## config.mk

```make
export PLATFORM = sky130hd
export DESIGN_NAME = spislave
export DESIGN_NICKNAME = d
export VERILOG_FILES = /design/src/rtl/spislave.sv
export SDC_FILE = /design/constraint.sdc
export NUM_CORES = 1
export LEC_CHECK = 0
export CAP_MARGIN = 20
export CORE_AREA = 10 10 73 75
export CTS_BUF_LIST = sky130_fd_sc_hd__clkbuf_16
export CTS_CLUSTER_SIZE = 24
export DETAILED_ROUTE_END_ITERATION = 10
export DIE_AREA = 0 0 83 85
export PLACE_DENSITY = 0.75
export SETUP_SLACK_MARGIN = 0.05
export SLEW_MARGIN = 20
export SYNTH_ARGS = -nofsm -noshare
export SYNTH_HDL_FRONTEND = slang
export SYNTH_SLANG_ARGS = --single-unit
```

## constraint.sdc

```tcl
create_clock -name clock -period 2.25 [get_ports clock]
set_input_delay 0.45 -clock clock [delete_from_list [all_inputs] [get_ports clock]]
set_output_delay 0.45 -clock clock [all_outputs]
set_load 0.01 [all_outputs]
```

## src/rtl/spislave.sv

```systemverilog
`timescale 1ns/1ps
// SPI responder: oversamples SCLK/CS/MOSI on the system clock, pushes received bytes to an RX FIFO
// port and shifts TX FIFO bytes out on MISO. Optional LSB-first support under SPI_SLAVE_LSB_FIRST_EN.
module spislave #(
  parameter logic [7:0] FILL = 8'hFF
) (
  input  logic       clock,
  input  logic       reset,
  input  logic       cpol,
  input  logic       cpha,
`ifdef SPI_SLAVE_LSB_FIRST_EN
  input  logic       lsb_first,
`endif
  input  logic       spi_sclk,
  input  logic       spi_cs,
  input  logic       spi_mosi,
  output logic       spi_miso,
  output logic       spi_miso_oe,
  output logic [7:0] rx_data,
  output logic       rx_shift,
  input  logic       rx_full,
  input  logic [7:0] tx_data,
  input  logic       tx_nempty,
  output logic       tx_pop,
  output logic       rx_overrun,
  output logic       tx_underrun,
  input  logic       clr_status,
  output logic       busy,
  output logic       frame_end
);

  typedef enum logic {S_IDLE, S_ACTIVE} state_t;

  logic       w_lsb;
`ifdef SPI_SLAVE_LSB_FIRST_EN
  assign w_lsb = lsb_first;
`else
  assign w_lsb = 1'b0;
`endif

  function automatic logic [7:0] f_rx_next(input logic [7:0] sr, input logic din, input logic lsb);
    return lsb ? {din, sr[7:1]} : {sr[6:0], din};
  endfunction

  function automatic logic [7:0] f_tx_next(input logic [7:0] sr, input logic lsb);
    return lsb ? {1'b0, sr[7:1]} : {sr[6:0], 1'b0};
  endfunction

  logic       r_sclk_p0, r_sclk_p1, r_sclk_p2;
  logic       r_cs_p0, r_cs_p1, r_cs_p2;
  logic       r_mosi_p0, r_mosi_p1;
  logic       r_sample_p3, r_shift_p3, r_cs_fall_p3, r_cs_rise_p3, r_mosi_p3;
  logic       w_sclk_edge, w_lead, w_trail;
  state_t     r_state;
  logic [2:0] r_cnt;
  logic       r_load_pend;
  logic [7:0] r_rx_sr, r_tx_sr;
  logic [7:0] w_rx_next, w_tx_load;

  assign w_sclk_edge = r_sclk_p1 ^ r_sclk_p2;
  assign w_lead      = w_sclk_edge & (r_sclk_p1 ^ cpol);
  assign w_trail     = w_sclk_edge & ~(r_sclk_p1 ^ cpol);
  assign w_rx_next   = f_rx_next(r_rx_sr, r_mosi_p3, w_lsb);
  assign w_tx_load   = tx_nempty ? tx_data : FILL;
  assign spi_miso    = w_lsb ? r_tx_sr[0] : r_tx_sr[7];

  // p0/p1: two-flop synchronizers, p2: history for edge detect.
  // CS resets low so a frame left open across reset is not mistaken for a new CS fall.
  always_ff @(posedge clock or negedge reset) begin
    if (!reset) begin
      r_sclk_p0 <= 1'b0;
      r_sclk_p1 <= 1'b0;
      r_sclk_p2 <= 1'b0;
      r_cs_p0   <= 1'b0;
      r_cs_p1   <= 1'b0;
      r_cs_p2   <= 1'b0;
      r_mosi_p0 <= 1'b0;
      r_mosi_p1 <= 1'b0;
    end else begin
      r_sclk_p0 <= spi_sclk;
      r_sclk_p1 <= r_sclk_p0;
      r_sclk_p2 <= r_sclk_p1;
      r_cs_p0   <= spi_cs;
      r_cs_p1   <= r_cs_p0;
      r_cs_p2   <= r_cs_p1;
      r_mosi_p0 <= spi_mosi;
      r_mosi_p1 <= r_mosi_p0;
    end
  end

  // p3: registered edge events, MOSI captured alongside the SCLK edge it belongs to
  always_ff @(posedge clock or negedge reset) begin
    if (!reset) begin
      r_sample_p3  <= 1'b0;
      r_shift_p3   <= 1'b0;
      r_cs_fall_p3 <= 1'b0;
      r_cs_rise_p3 <= 1'b0;
      r_mosi_p3    <= 1'b0;
    end else begin
      r_sample_p3  <= cpha ? w_trail : w_lead;
      r_shift_p3   <= cpha ? w_lead : w_trail;
      r_cs_fall_p3 <= r_cs_p2 & ~r_cs_p1;
      r_cs_rise_p3 <= ~r_cs_p2 & r_cs_p1;
      r_mosi_p3    <= r_mosi_p1;
    end
  end

  // p4: frame FSM, shift registers, strobes and sticky flags
  always_ff @(posedge clock or negedge reset) begin
    if (!reset) begin
      r_state     <= S_IDLE;
      r_cnt       <= 3'd0;
      r_load_pend <= 1'b0;
      r_rx_sr     <= 8'h00;
      r_tx_sr     <= 8'h00;
      spi_miso_oe <= 1'b0;
      busy        <= 1'b0;
      rx_data     <= 8'h00;
      rx_shift    <= 1'b0;
      tx_pop      <= 1'b0;
      rx_overrun  <= 1'b0;
      tx_underrun <= 1'b0;
      frame_end   <= 1'b0;
    end else begin
      rx_shift  <= 1'b0;
      tx_pop    <= 1'b0;
      frame_end <= 1'b0;
      // A set later in this block overrides the clear when both happen together
      if (clr_status) begin
        rx_overrun  <= 1'b0;
        tx_underrun <= 1'b0;
      end
      case (r_state)
        S_IDLE: begin
          if (r_cs_fall_p3) begin
            r_state     <= S_ACTIVE;
            spi_miso_oe <= 1'b1;
            busy        <= 1'b1;
            r_cnt       <= 3'd0;
            r_load_pend <= 1'b0;
            if (!cpha) begin
              r_tx_sr <= w_tx_load;
              if (tx_nempty) tx_pop <= 1'b1;
              else           tx_underrun <= 1'b1;
            end
          end
        end
        S_ACTIVE: begin
          if (r_cs_rise_p3) begin
            r_state     <= S_IDLE;
            spi_miso_oe <= 1'b0;
            busy        <= 1'b0;
            r_cnt       <= 3'd0;
            r_load_pend <= 1'b0;
            frame_end   <= 1'b1;
          end else begin
            if (r_sample_p3) begin
              r_rx_sr <= w_rx_next;
              r_cnt   <= r_cnt + 3'd1;
              if (r_cnt == 3'd7) begin
                rx_data <= w_rx_next;
                if (!rx_full) rx_shift <= 1'b1;
                else          rx_overrun <= 1'b1;
                if (!cpha) r_load_pend <= 1'b1;
              end
            end
            if (r_shift_p3) begin
              if (cpha ? (r_cnt == 3'd0) : r_load_pend) begin
                r_load_pend <= 1'b0;
                r_tx_sr     <= w_tx_load;
                if (tx_nempty) tx_pop <= 1'b1;
                else           tx_underrun <= 1'b1;
              end else begin
                r_tx_sr <= f_tx_next(r_tx_sr, w_lsb);
              end
            end
          end
        end
        default: r_state <= S_IDLE;
      endcase
    end
  end

endmodule
```

==> results of run 1 <==
[logic make-up after synthesis]
family | share of synthesized area
mux | 0.114
flops | 0.596
buf+inv | 0.0425
fa+ha+maj | 0.0190
compound gates | 0.107
xor+xnor | 0.00444
simple gates | 0.117
[report_power, final]
part           internal (mW)  total (mW)  switching [mW]
sequential             0.994        1.11           0.118
clock                  0.403       0.693           0.289
combinational          0.209       0.374           0.165
[metrics by stage]
step           hold slack (ps)   util
2_1_floorplan              154      -
3_3_place_gp               336  0.599
3_5_place_dp               336  0.599
4_1_cts                    156  0.635
5_1_grt                    180  0.635
6_report                   139  0.635
[final cells by class]
cell class | count | area [sq um] | area share
repair buffers | 38 | 363 | 0.146
multi-input cells | 88 | 713 | 0.287
inverters | 8 | 30.0 | 0.0121
flip-flops and latches | 47 | 1180 | 0.473
clock buffers | 5 | 125 | 0.0504
well taps | 50 | 62.6 | 0.0252
clock inverters | 3 | 15.0 | 0.00604
[synthesized netlist by cell type, drive strengths merged, types with 4 or more instances]
library cell / count
nand3: 8
o21ai: 4
dfrtp: 47
nor4b: 7
nor2b: 4
mux2: 17
o31ai: 7
a311oi: 7
inv: 7
buf: 4
nand2b: 4
clkbuf: 5
[worst min path at each step]
stage | to | slack, ps
2_1_floorplan | busy | 150
3_3_place_gp | r_mosi_p3 | 340
3_5_place_dp | r_mosi_p1 | 340
4_1_cts | r_tx_sr[2] | 160
5_1_grt | r_tx_sr[2] | 180
6_report | r_tx_sr[2] | 140
[critical path: cells and delay by family, from the launching register on]
kind | cells | cell delay [ps]
flip-flops | 1 | 770
AND/OR/NAND/NOR | 2 | 560
multiplexers | 1 | 380
[flip-flops by register name (all words and copies together), names as in the netlist, 3 cells and up]
name     flops
r_tx_sr      8
rx_data      8
r_rx_sr      7
r_cnt        3
[layer usage]
metal  global-route usage  wire [um]  vias to the layer above
met5                    0          0                        -
met4               0.0372         26                        0
met3               0.0344        185                        4
met1                0.161       1910                      677
met2                0.212       2180                       47
li1                     -          -                      631
==> qor.yml, run 1 <==
outcome:
  status: "finished clean"
yosys:
  netlist_instances: 152
  yosys_register_bits: 47
  synth-main-ff-cell: "dfrtp_1"
  yosys_warnings: 0
  synth.top_cell.area_share: 0.596
  synth_edf_count: 0
  yosysTopAreaCell: "dfrtp_1"
  synth.avg_cell_area_sq_um: 13.0
  syn_area_sq_um: 1970
  ys_seq_area_frac: 0.596
  async_reset_ff_frac: 1.00
  synth_nets: 173
  synth_cell_types: 36
  ys_top_cells_by_area: "dfrtp_1, mux2_2, a311oi_1"
floorplan:
  start_util: 0.504
  ioPinCount: 34
  die_area_sq_um: 7060
  die_y_um: 85
  core_area_sq_um: 3910
  rows: 23
  chipWidth_um: 83
power:
  p_total_mw: 2.18
  powerDensity_nw_per_um2: 876
  leakagePower_nw: 1.10
  ir_drop_mv: 0.637
clocking:
  clock-root-buffer: "clkbuf_16"
  clockBufferDepth: 2
  holdBufCountCts: 0
  htreeDepth: 2
  clock_latency_ps: 280
  cts_sinks: 47
  cts_buffers: 5
  post_cts_buffers: 0
  clk_pin_slew_ps: 60
  cts_tree: "yes"
  post_cts_resized: 0
setup_path:
  cp-end-kind: "register"
  cpMaxStageDelayCell: "dfrtp_1"
  cp-endpoint: "rx_data[3]"
  timing.rr.start: "r_state"
  r2r_cells: 3
  path_cells: "and3b_1 -> nand2_1 -> mux2_2"
  cp_max_fo: 25
  required_ps: 2410
  crit_start: "r_state"
  crit_arrival_ps: 1990
  reg2reg_to: "rx_data[3]"
  worst-setup-path-type: "register to register"
  regToRegSetupSlack_ps: 420
  crit_path_start_kind: "register"
  cpPeakStageDelay_ps: 770
grt:
  grt_pass1_wl_mm: 7.47
  gr-total-overflow: 0
  antenna_found_initial: 0
  grtUsageTotal: 0.128
  grt_max_degree: 26
  grt_pass1_vias: 1476
routing:
  routed_wl_mm: 4.30
  viasPerCell: 5.69
  drt_pass1_iterations: 4
  final_antenna_net_count: 0
  wl_per_cell_um: 18.0
  drc_errors: 0
  drt_iter0_markers: 135
  vias: 1359
timing:
  period_share: 0.813
  fmax_mhz: 547
  fin_ws_ps: 421
  setup_viol: 0
  tns_ps: 0
  fin_skew_ps: 5.08
  finalHoldViolCount: 0
  rsz0062_at_grt: "false"
  drv_slew: 0
  fin_crit_ps: 1830
  relSlewSlack: 0.560
  worst_slew_pin_slew_ps: 661
placed_design:
  dpl.hpwl_mm: 3.00
  portBuffers: 33
  place_area_sq_um: 2340
  dp_slack_ps: 198
  dp.cells: 231
  place_congestion: 0.792
finish:
  fill_cells: 329
  design_area_sq_um: 2480
  area_growth_pct: 25.9
  final_common_cell: "dfrtp_1"
  final_layout_size_suffix_gt1_frac: 0.159
  stdcell_count: 239
  final_cell_mix: "dfrtp_1, clkdlybuf4s50_1, mux2_2, nand3_1"
  nets: 209
  num_antenna_cells: 0
worst_hold_path:
  min_path_type: "primary input to asynchronous set/reset pin"
run:
  max_cap_viol_count: 0
Power figures use the tool's default switching activity.
==> run 2: changes to the inputs <==
clock period = 1.8 ns   (was 2.25 ns; I/O delays follow)
==> qor.yml, run 2 (synthesized netlist as in run 1, its figures left out) <==
timing:
  fmax_mhz: 607  # +11%
  fin_ws_ps: 154  # -267 ps
  rsz0062_at_grt: "false"
  timing.hold.ws_ps: 49.1  # -89.5 ps
  fin_skew_ps: 4.49  # -0.590 ps
  period_share: 0.915  # +0.102
  relSlewSlack: 0.645  # +0.0851
  tns_ps: 0  # unchanged
  fin_crit_ps: 1650  # -183 ps
  finalHoldViolCount: 0  # unchanged
  setup_viol: 0  # unchanged
  drv_slew: 0  # unchanged
  worst_slew_pin_slew_ps: 533  # -128 ps
grt:
  grt_max_degree: 26  # unchanged
  busiest_layer: "met2"
  gr-total-overflow: 0  # unchanged
  grt_pass1_wl_mm: 6.98  # -6.7%
  grt_pass1_vias: 1402  # -5.0%
  use_met3: 0.0373  # +0.00287
  use_met1: 0.152  # -0.00816
  grtUsageTotal: 0.118  # -0.0109
  antenna_found_initial: 0  # unchanged
  met2_usage: 0.182  # -0.0302
clocking:
  clk_pin_slew_ps: 60  # about the same
  cts_sinks: 47  # unchanged
  htreeDepth: 2  # unchanged
  cts_buffers: 5  # unchanged
  clock_latency_ps: 280  # about the same
  clockBufferDepth: 2  # unchanged
  post_cts_resized: 0  # unchanged
  holdBufCountCts: 0  # unchanged
  post_cts_buffers: 0  # unchanged
  cts_tree: "yes"
  clock-root-buffer: "clkbuf_16"
power:
  p_int_mw: 2.02  # +26%
  pwr-share-comb: 0.178  # +0.006
  powerDensity_nw_per_um2: 1090  # +24%
  pwr-share-clk: 0.321  # +0.003
  switching_share: 0.261  # -0.00159
  p_switching_uw: 713  # +25%
  leakagePower_nw: 1.12  # +1.9%
  seq_power_share: 0.501  # -0.009
  ir_drop_mv: 0.833  # +31%
routing:
  routed_wl_mm: 3.90  # -9.3%
  wl_per_cell_um: 16.2  # -10%
  vias: 1320  # -2.9%
  drc_errors: 0  # unchanged
  drt_iter0_markers: 86  # -36%
  final_antenna_net_count: 0  # unchanged
  drt_pass1_iterations: 4  # unchanged
  viasPerCell: 5.48  # -3.7%
floorplan:
  core_area_sq_um: 3910  # unchanged
  die_y_um: 85  # unchanged
  die_area_sq_um: 7060  # unchanged
  start_util: 0.504  # unchanged
  ioPinCount: 34  # unchanged
  rows: 23  # unchanged
  chipWidth_um: 83  # unchanged
run:
  max_cap_viol_count: 0  # unchanged
finish:
  final_layout_size_suffix_gt1_frac: 0.173  # +0.0140
  stdcell_count: 241  # +0.84%
  nets: 211  # +0.96%
  area_growth_pct: 27.4
  final_cell_mix: "dfrtp_1, clkdlybuf4s50_1, mux2_2, inv_1, nand3_1"
  final_common_cell: "dfrtp_1"
  num_antenna_cells: 0  # unchanged
  largestRegisters: "r_tx_sr: 8 flops, rx_data: 8 flops, r_rx_sr: 7 flops"
  fin_util: 0.642  # +0.00735
setup_path:
  cpMaxStageDelayCell: "dfrtp_1"
  required_ps: 1970  # -440 ps
  cp-end-kind: "register"
  path_cells: "ha_1 -> ha_1 -> nand2_1 -> mux2_2"
  worst-setup-path-type: "register to register"
  crit_arrival_ps: 1810  # -180 ps
  cp_max_fo: 9  # -64%
  cpPeakStageDelay_ps: 410  # -360 ps
  path_common_cell: "ha_1"
  crit_path_start_kind: "register"
outcome:
  status: "finished clean"
placed_design:
  dpl.hpwl_mm: 2.86  # -4.4%
  portBuffers: 33  # unchanged
  dp.cells: 233  # +0.87%
  place_congestion: 0.797  # +0.68%
  dp_slack_ps: -95.9  # -294 ps
worst_hold_path:
  min_path_type: "primary input to asynchronous set/reset pin"
## run 2: changes by cell type in the layout (fill, tap and decap cells not counted), sizes merged
cell	previous run	this run
inv	7	8
clkinv	3	2
buf	6	8
## run 2: worst max-delay path: cells and delay by family (launching register included)
| kind | cells | cell delay, ps |
|---|---|---|
| adder cells (fa/ha/maj) | 2 | 430 |
| AND/OR/NAND/NOR | 1 | 310 |
| flip-flops | 1 | 410 |
| multiplexers | 1 | 380 |
## run 2: power by group through the flow
stage / clock (mW) / combinational, mW / sequential (mW)
after floorplan: 0 / 0.317 / 1.35
after global placement: 0 / 0.473 / 1.37
after detailed placement: 0 / 0.493 / 1.39
after CTS: 0.901 / 0.495 / 1.37
after global routing: 0.951 / 0.543 / 1.40
final: 0.877 / 0.486 / 1.37
## run 2: final cells by class
| type | instances | area [sq um] |
|---|---|---|
| inverter | 8 | 30.0 |
| clock inverter | 3 | 16.3 |
| tap | 50 | 62.6 |
| multi-input combinational | 88 | 713 |
| fill | 324 | 1400 |
| sequential | 47 | 1180 |
| timing repair buffer | 40 | 390 |
| clock buffer | 5 | 125 |
## run 2: worst paths after layout
path	from	end	slack (ps)	depth (start not counted)
max	r_cnt[0]	rx_data[0]	150	4
min	reset	r_tx_sr[3]	50	1
max reg2reg	r_cnt[0]	rx_data[0]	150	4
min reg2reg	r_mosi_p1	r_mosi_p3	350	0
max in group asynchronous	reset	r_load_pend	1240	2
min in group clock	r_mosi_p1	r_mosi_p3	350	0
## run 2: per-stage QoR
stage          area (sq um)  total power, mW
2_1_floorplan          1970             1.67
3_3_place_gp           2370             1.85
3_5_place_dp           2370             1.88
4_1_cts                2510             2.77
5_1_grt                2510             2.90
6_report               2510             2.73
## run 2: routing by layer
layer | wire length, um | part of all wire
met5 | 0 | 0
met4 | 18 | 0.0046
met3 | 176 | 0.045
met2 | 1890 | 0.48
met1 | 1820 | 0.47
